<file path="config.mk">
export PLATFORM = sky130hd
export DESIGN_NAME = onehot_seq_gen
export DESIGN_NICKNAME = d
export VERILOG_FILES = /design/src/rtl/onehot_seq_gen.sv
export SDC_FILE = /design/constraint.sdc
export NUM_CORES = 1
export LEC_CHECK = 0
export BUFFER_PORTS_ARGS = -buffer_cell sky130_fd_sc_hd__buf_2
export CAP_MARGIN = 20
export CORE_ASPECT_RATIO = 1.4
export CORE_MARGIN = 2
export CORE_UTILIZATION = 47
export CTS_CLUSTER_DIAMETER = 120
export DETAILED_ROUTE_END_ITERATION = 10
export GPL_TIMING_DRIVEN = 0
export PLACE_DENSITY = 0.66
export SYNTH_ARGS = -nofsm -noshare
export SYNTH_HDL_FRONTEND = slang
export SYNTH_SLANG_ARGS = --single-unit
export TNS_END_PERCENT = 5
</file>
<file path="constraint.sdc">
create_clock -name clk -period 3.45 [get_ports clk]
set_clock_uncertainty 0.05 [all_clocks]
set_input_delay 0.69 -clock clk [delete_from_list [all_inputs] [get_ports clk]]
set_output_delay 0.69 -clock clk [all_outputs]
set_load 0.02 [all_outputs]
</file>
<file path="src/rtl/onehot_seq_gen.sv">
// Programmable one-hot sequencer with a run-time writable transition table and
// Moore output table. It steps forward, steps in reverse, or holds, and recovers from corrupted state.
module onehot_seq_gen #(
  parameter int NSTATES = 7,
  parameter int YW      = 2,
  parameter int IW      = $clog2(NSTATES)
) (
  input  logic               clk,
  input  logic               reset,
  input  logic               en,
  input  logic               dir,
  input  logic               cfg_we,
  input  logic [IW-1:0]      cfg_idx,
  input  logic [IW-1:0]      cfg_next,
  input  logic [YW-1:0]      cfg_y,
  output logic [NSTATES-1:0] state,
  output logic [IW-1:0]      state_idx,
  output logic [YW-1:0]      y,
  output logic               wrap,
  output logic               cfg_err,
  output logic               fault
);

  localparam logic [IW:0] NST = NSTATES[IW:0];

  logic [NSTATES-1:0] state_q, state_d;
  logic [IW-1:0]      idx_q, idx_d;
  logic [YW-1:0]      y_q, y_d;
  logic               wrap_q, wrap_d;
  logic               cfg_err_q, cfg_err_d;
  logic               fault_q, fault_d;
  logic [IW-1:0]      nxt_q [NSTATES];
  logic [IW-1:0]      nxt_d [NSTATES];
  logic [YW-1:0]      ytab_q [NSTATES];
  logic [YW-1:0]      ytab_d [NSTATES];

  logic [NSTATES-1:0] oh_cur;
  logic               bad;
  logic               pred_found;
  logic [IW-1:0]      pred_idx;
  logic               do_step;
  logic [IW-1:0]      new_idx;

  assign oh_cur = {{(NSTATES-1){1'b0}}, 1'b1} << idx_q;
  // The index must be in range and agree with the one-hot vector; this also
  // catches an all-zero state paired with an out-of-range index.
  assign bad    = ({1'b0, idx_q} >= NST) || (state_q != oh_cur);

  // Reverse step target: the lowest entry whose successor is the current state.
  always_comb begin
    pred_found = 1'b0;
    pred_idx   = '0;
    for (int j = NSTATES - 1; j >= 0; j--) begin
      if (nxt_q[j] == idx_q) begin
        pred_found = 1'b1;
        pred_idx   = IW'(j);
      end
    end
  end

  always_comb begin
    state_d   = state_q;
    idx_d     = idx_q;
    y_d       = y_q;
    wrap_d    = 1'b0;
    cfg_err_d = 1'b0;
    fault_d   = 1'b0;
    nxt_d     = nxt_q;
    ytab_d    = ytab_q;
    do_step   = 1'b0;
    new_idx   = '0;

    if (bad) begin
      state_d = {{(NSTATES-1){1'b0}}, 1'b1};
      idx_d   = '0;
      y_d     = ytab_q[0];
      fault_d = 1'b1;
    end else if (en) begin
      if (!dir) begin
        do_step = 1'b1;
        new_idx = nxt_q[idx_q];
      end else if (pred_found) begin
        do_step = 1'b1;
        new_idx = pred_idx;
      end
    end

    if (do_step) begin
      idx_d   = new_idx;
      state_d = {{(NSTATES-1){1'b0}}, 1'b1} << new_idx;
      y_d     = ytab_q[new_idx];
      wrap_d  = (new_idx == '0);
    end

    // Step above reads the table before this write lands.
    if (cfg_we) begin
      if (({1'b0, cfg_idx} < NST) && ({1'b0, cfg_next} < NST)) begin
        nxt_d[cfg_idx]  = cfg_next;
        ytab_d[cfg_idx] = cfg_y;
      end else begin
        cfg_err_d = 1'b1;
      end
    end
  end

  always_ff @(posedge clk) begin
    if (!reset) begin
      state_q   <= {{(NSTATES-1){1'b0}}, 1'b1};
      idx_q     <= '0;
      y_q       <= '0;
      wrap_q    <= 1'b0;
      cfg_err_q <= 1'b0;
      fault_q   <= 1'b0;
      for (int i = 0; i < NSTATES; i++) begin
        nxt_q[i]  <= IW'((i + 1) % NSTATES);
        ytab_q[i] <= YW'(i);
      end
    end else begin
      state_q   <= state_d;
      idx_q     <= idx_d;
      y_q       <= y_d;
      wrap_q    <= wrap_d;
      cfg_err_q <= cfg_err_d;
      fault_q   <= fault_d;
      nxt_q     <= nxt_d;
      ytab_q    <= ytab_d;
    end
  end

  assign state     = state_q;
  assign state_idx = idx_q;
  assign y         = y_q;
  assign wrap      = wrap_q;
  assign cfg_err   = cfg_err_q;
  assign fault     = fault_q;

endmodule

</file>
# [Word level (Yosys, flattened, before mapping)]
# Index checks and enable logic that the tools add are counted.
[totals] ff_bits=50 inputBits=13
[classes] n_lt_le_gt_ge=7 eq_ne=8 shift=2 mux=42 n_bitwise=3 n_reduce_logical=8
[ops] operator="2-to-1 mux 3 bit" count=16
[ops] operator="bitwise mux 21 bit" count=1
[ops] operator="equality test 3 bit" count=7
[ops] operator="bitwise mux 14 bit" count=1
[ops] operator="2-to-1 mux 7 bit" count=2
[ops] operator="left shift 1 x 3 -> 7 bit (first input constant)" count=2
[ops] operator="2-to-1 mux 1 bit" count=13
[ops] operator="greater-or-equal comparator 4 bit (second input constant)" count=3
[ops] operator="NOT 3 -> 4 bit" count=3
[ops] operator="2-to-1 mux 2 bit" count=5
[ops] operator="binary-select mux 3 bit (select 3 bit)" count=1
[ops] operator="demux 3 bit (select 3 bit)" count=1
[ops] operator="!= test 7 bit" count=1
[ops] operator="binary-select mux 2 bit (select 3 bit)" count=1
[ops] operator="demux 2 bit (select 3 bit)" count=1
[ops] operator="< comparator 3 bit (second input constant)" count=2
[ops] operator="AND reduction 2 bit" count=3
[ops] operator="< comparator 4 x 1 -> 1 bit (second input constant)" count=1
[ops] operator="greater-or-equal comparator 3 bit (second input constant)" count=1
[ops] operator="logical NOT 3 bit" count=1
[ops] operator="logical AND 1 bit" count=2
[ops] operator="nonzero test 2 bit" count=1
[ops] operator="logical OR 1 bit" count=1

# [Depth between registers and ports, before layout]
[logic_depth] word_depth=17 depth_mapped=11 ltp_nobuf=10

# [Least setup slack after synthesis]
# Ideal clock, no wire load.
[synth_path] path_kind="reg2reg" startpoint="register idx_q[0], in the netlist state_idx[0]" endpoint="register y_q[1], in the netlist y[1]" setup_ns=0.129 arrival_time_ns=2.302 setup_slack_ns=0.969 path_stages_with_launch=10 n_path_buf=2 synth_period_minus_slack_ns=2.481 path_cell_list="dfxtp_1 buf_4 buf_4 mux4_2 o21ai_0 mux2i_1 and3b_1 a311o_1 o221ai_1 o41ai_2"
[synth_via] elab_chain_len=17 elab_cells_between_ends=43 classes_between="order compare: 1; eq/ne: 8; shift: 1; mux: 29; bitwise: 2; reduce/logical: 2"
[synth_rtl] element="from (decl)" line_no="27" rtl="logic [IW-1:0] idx_q, idx_d;"
[synth_rtl] element="from (signal assigned)" line_no="120" rtl="idx_q <= idx_d;"
[synth_rtl] element="equality test 3 bit" line_no="54" rtl="if (nxt_q[j] == idx_q) begin"
[synth_rtl] element="2-to-1 mux 1 bit / 2-to-1 mux 3 bit (equally long branches) (7 in a row)" line_no="54"
[synth_rtl] element="2-to-1 mux 3 bit" line_no="82" rtl="end else if (pred_found) begin"
[synth_rtl] element="2-to-1 mux 3 bit" line_no="79" rtl="if (!dir) begin"
[synth_rtl] element="2-to-1 mux 3 bit" line_no="78" rtl="end else if (en) begin"
[synth_rtl] element="2-to-1 mux 3 bit" line_no="73" rtl="if (bad) begin"
[synth_rtl] element="NOT 3 -> 4 bit (not written as such)" line_no="91" rtl="y_d = ytab_q[new_idx];"
[synth_rtl] element="binary-select mux 2 bit (select 3 bit)" line_no="91"
[synth_rtl] element="2-to-1 mux 2 bit (not written as such) (2 in a row)" line_no="91"
[synth_rtl] element="2-to-1 mux 2 bit" line_no="88" rtl="if (do_step) begin"
[synth_rtl] element="to (signal assigned)" line_no="121" rtl="y_q <= y_d;"
[synth_rtl] element="to (decl)" line_no="28" rtl="logic [YW-1:0] y_q, y_d;"
# Several ways; a longest one is shown, not always the timed one. The select of a mux whose other input is x is not followed.
# A chain may end at the register's enable or synchronous reset.

# [Worst setup path after layout]
[layout_path] startpoint="register idx_q[2], in the netlist state_idx[2]" endpoint="register y_q[1], in the netlist y[1]"
# The elaborated chain is that of the path after synthesis.

==> flow_summary.yaml <==
outcome:
  outcome: "completed"
hold_path:
  min_to: "ytab_q[10]$_SDFFE_PN1P_"
  hold_path_class: "register to register"
  hold_path_startpoint: "ytab_q[10]$_SDFFE_PN1P_"
  hold_depth: 2
cells_and_area:
  synthToLayoutAreaGrowth_pct: 10.5
  nNetsFinal: 360
  drive_gt1_frac: 0.159
  instances_no_fill: 417
  antenna_cells_inserted: 0
sta:
  whs_ns: 0.447
  hold_viol: 0
  rsz0062_at_grt: "no"
  max_freq_ghz: 0.351
  slew_headroom: 0.518
  tightest_slew_ns: 0.719
  min_period_ns: 2.85
  timing.setup.tns_ns: 0
  setup_violations: 0
  slew_violations: 0
  timing.final.ws_setup_ns: 0.598
  finalCritPeriodShare: 0.827
global_routing:
  use_met1: 0.262
  grt_use_met3: 0.0302
  globalRoute.busiestLayer: "met2"
  grt_pass1_wl_um: 11900
  antenna_found_initial: 0
  use_met2: 0.397
  grt-ovfl-total: 0
  grt_max_degree: 16
  grt_pass1_vias: 2220
  grt_util_all_layers: 0.222
worst_setup_path:
  cp.required_ns: 3.62
  critPathKind: "register to register"
  crit_fanout: 10
  crit_slowest_cell: "a211oi_2"
  endpoint_kind: "register"
  cp_cell_sequence: "buf_6 > buf_6 > nand2_1 > o22ai_1 > a211oi_2 > a211oi_2 > a21boi_1 > buf_2 > a311o_1 > o221ai_1 > o41ai_2"
  critPathTopFamily: "compound AO/OA/AOI/OAI gates"
  start_kind: "register"
  cpPeakStageDelay_ns: 0.51
  r2r_cells: 11
  rr_endpoint: "y[1]$_SDFFE_PN0P_"
  path_buf_inv: 3
  reg2reg_slack_ns: 0.60
  r2r_start: "state_idx[2]$_SDFFE_PN0P_"
  arrival_ns: 3.02
flow_run:
  drv_cap: 0
floorplanning:
  coreArea_mm2: 0.00590
  die_h_um: 96.6
  initial_core_util: 0.488
  die-area_mm2: 0.00678
  io_pins: 28
  die_w_um: 70.2
  rows: 33
route:
  detail-route-antenna-nets: 0
  routed_wl_um: 7240
  vias: 2396
  vias_per_cell: 5.75
  drc: 0
  wl_per_cell_um: 17.4
  dr.pass1.iters: 4
  drt_iter0_drc: 136
clock_tree:
  cts_resized: 0
  path_clk_slew_ns: 0.09
  clock_sinks: 50
  holdBufCountCts: 0
  ctsHtreeMaxLevel: 2
  cts_tree: "yes"
  cts_buffers: 5
  root_buffer: "clkbuf_8"
  cts_setup_buffers: 0
  clock_latency_ns: 0.31
  clk_path_buf_depth: 2
logic_synthesis:
  yosys.area_share.simple: 0.251
  postSynthNetCount: 332
  ys_top_cells_by_area: "dfxtp_1, mux2i_1, nand2_1, xnor2_1, nor2b_1"
  synth_ff_type: "dfxtp_1"
  ys_types: 61
  synth-adder-area-share: 0.00434
  post-synth-top-count-cell: "dfxtp_1"
  ys_ff_latch: 50
  yosys_warnings: 0
  syn_avg_cell_area_um2: 9.06
  yosysSeqAreaShare: 0.347
  synth_cells: 318
  synth_top_family_by_area: "simple AND/OR/NAND/NOR gates"
  async_reset_ff_frac: 0
  synth_edf_count: 0
  syn_area_mm2: 0.00288
  synthMuxAreaShare: 0.145
  synth_xor_area_frac: 0.0608
  synthTopCellsByCount: "dfxtp_1, nand2_1, mux2i_1"
  synthDominantCellAreaShare: 0.347
  yosys.area.top_type: "dfxtp_1"
  synth_compound_area_frac: 0.139
placed_design:
  globalplace.congestion: 0.898
  hpwl_um: 5520
  portBuffers: 21
  dp_cells: 409
  dp_slack_ns: 0.631
power:
  ir_worst_vdd_v: 0.000275
  p_per_area_mw_per_mm2: 733
  p_leak_uw: 0.00127
-- worst reg2reg max path, stage by stage, from the launching register on --
cell      delay [ns]
dfxtp_1         0.47
buf_6           0.21
buf_6           0.15
nand2_1         0.05
o22ai_1         0.18
a211oi_2        0.12
a211oi_2        0.51
a21boi_1        0.35
buf_2           0.28
a311o_1         0.18
o221ai_1        0.12
o41ai_2         0.08
-- sequential cells by signal, indices dropped and copies added, names as in the netlist --
name,flops
nxt_q,21
wrap,1
y,2
ytab_q,14
fault,1
state,7
cfg_err,1
state_idx,3
-- layout by cell type (no fill, tap or decap), drive strengths merged, types with 2 or more instances in the layout --
| master | Yosys | routed |
|---|---|---|
| mux2 | 2 | 2 |
| o22ai | 2 | 2 |
| o31ai | 4 | 4 |
| nand2 | 42 | 42 |
| nand4 | 2 | 2 |
| and3 | 3 | 3 |
| nor2 | 14 | 14 |
| buf | 9 | 30 |
| inv | 6 | 6 |
| mux2i | 35 | 35 |
| a21o | 2 | 2 |
| o211ai | 3 | 3 |
| o21ai | 8 | 8 |
| and2 | 6 | 6 |
| xnor2 | 14 | 14 |
| or2 | 2 | 2 |
| mux4 | 2 | 2 |
| a211oi | 2 | 2 |
| nor2b | 19 | 19 |
| dfxtp | 50 | 50 |
| nand4b | 2 | 2 |
| a21boi | 8 | 8 |
| nor3 | 6 | 6 |
| nand3 | 19 | 19 |
| xor2 | 6 | 6 |
| nor3b | 3 | 3 |
| nand3b | 4 | 4 |
| nand2b | 5 | 5 |
| a2bb2oi | 3 | 3 |
| and3b | 3 | 3 |
| a31oi | 4 | 4 |
| clkbuf | 11 | 17 |
| a2111o | 2 | 2 |
-- kinds of logic after synthesis --
| logic type | after synthesis |
|---|---|
| flops | 50 |
| xor+xnor | 20 |
| compound gates | 47 |
| simple gates | 135 |
| mux | 39 |
| buf+inv | 26 |
| fa+ha+maj | 1 |
-- per-stage QoR --
| step | area, µm² | util | total power [µW] |
|---|---|---|---|
| 6_report | 3180 | 0.539 | 2340 |
| 5_1_grt | 3180 | 0.539 | 2470 |
| 4_1_cts | 3180 | 0.539 | 2330 |
| 3_5_place_dp | 3070 | 0.521 | 1910 |
| 3_3_place_gp | 3070 | 0.521 | 1900 |
| 2_1_floorplan | 2880 | - | 1640 |
-- power breakdown --
part,leakage [µW],switching [µW],total (µW),internal [µW]
clock network,0.0000514,202,418,217
logic,0.000808,745,1250,504
registers,0.000406,41.5,668,626
-- cell type report --
type                            count  area (µm²)
Fill cell                         573        2720
Multi-Input combinational cell    242        1730
Sequential cell                    50        1000
Buffer                             20         131
Timing Repair Buffer               21         105
Tap cell                           70        87.6
Clock buffer                        6        72.6
Clock inverter                      2        37.5
Inverter                            6        22.5
-- worst max path at each step --
stage | cells after the start | endpoint | slack (ns) | from
floorplan | 9 | y[1]$_SDFFE_PN0P_ | 0.97 | state_idx[0]$_SDFFE_PN0P_
global placement | 10 | state_idx[0]$_SDFFE_PN0P_ | 0.68 | state_idx[2]$_SDFFE_PN0P_
detailed placement | 8 | nxt_q[13]$_SDFFE_PN1P_ | 0.63 | cfg_idx[1]
CTS | 10 | state_idx[1]$_SDFFE_PN0P_ | 0.65 | state_idx[2]$_SDFFE_PN0P_
global route | 11 | y[1]$_SDFFE_PN0P_ | 0.46 | state_idx[2]$_SDFFE_PN0P_
finish | 11 | y[1]$_SDFFE_PN0P_ | 0.60 | state_idx[2]$_SDFFE_PN0P_
-- routing by layer --
| metal | up-vias | routed length (µm) |
|---|---|---|
| li1 | 1177 | - |
| met1 | 1158 | 3090 |
| met2 | 47 | 3740 |
| met3 | 14 | 207 |
| met4 | 0 | 207 |
| met5 | - | 0 |
Power figures use the tool's default switching activity.
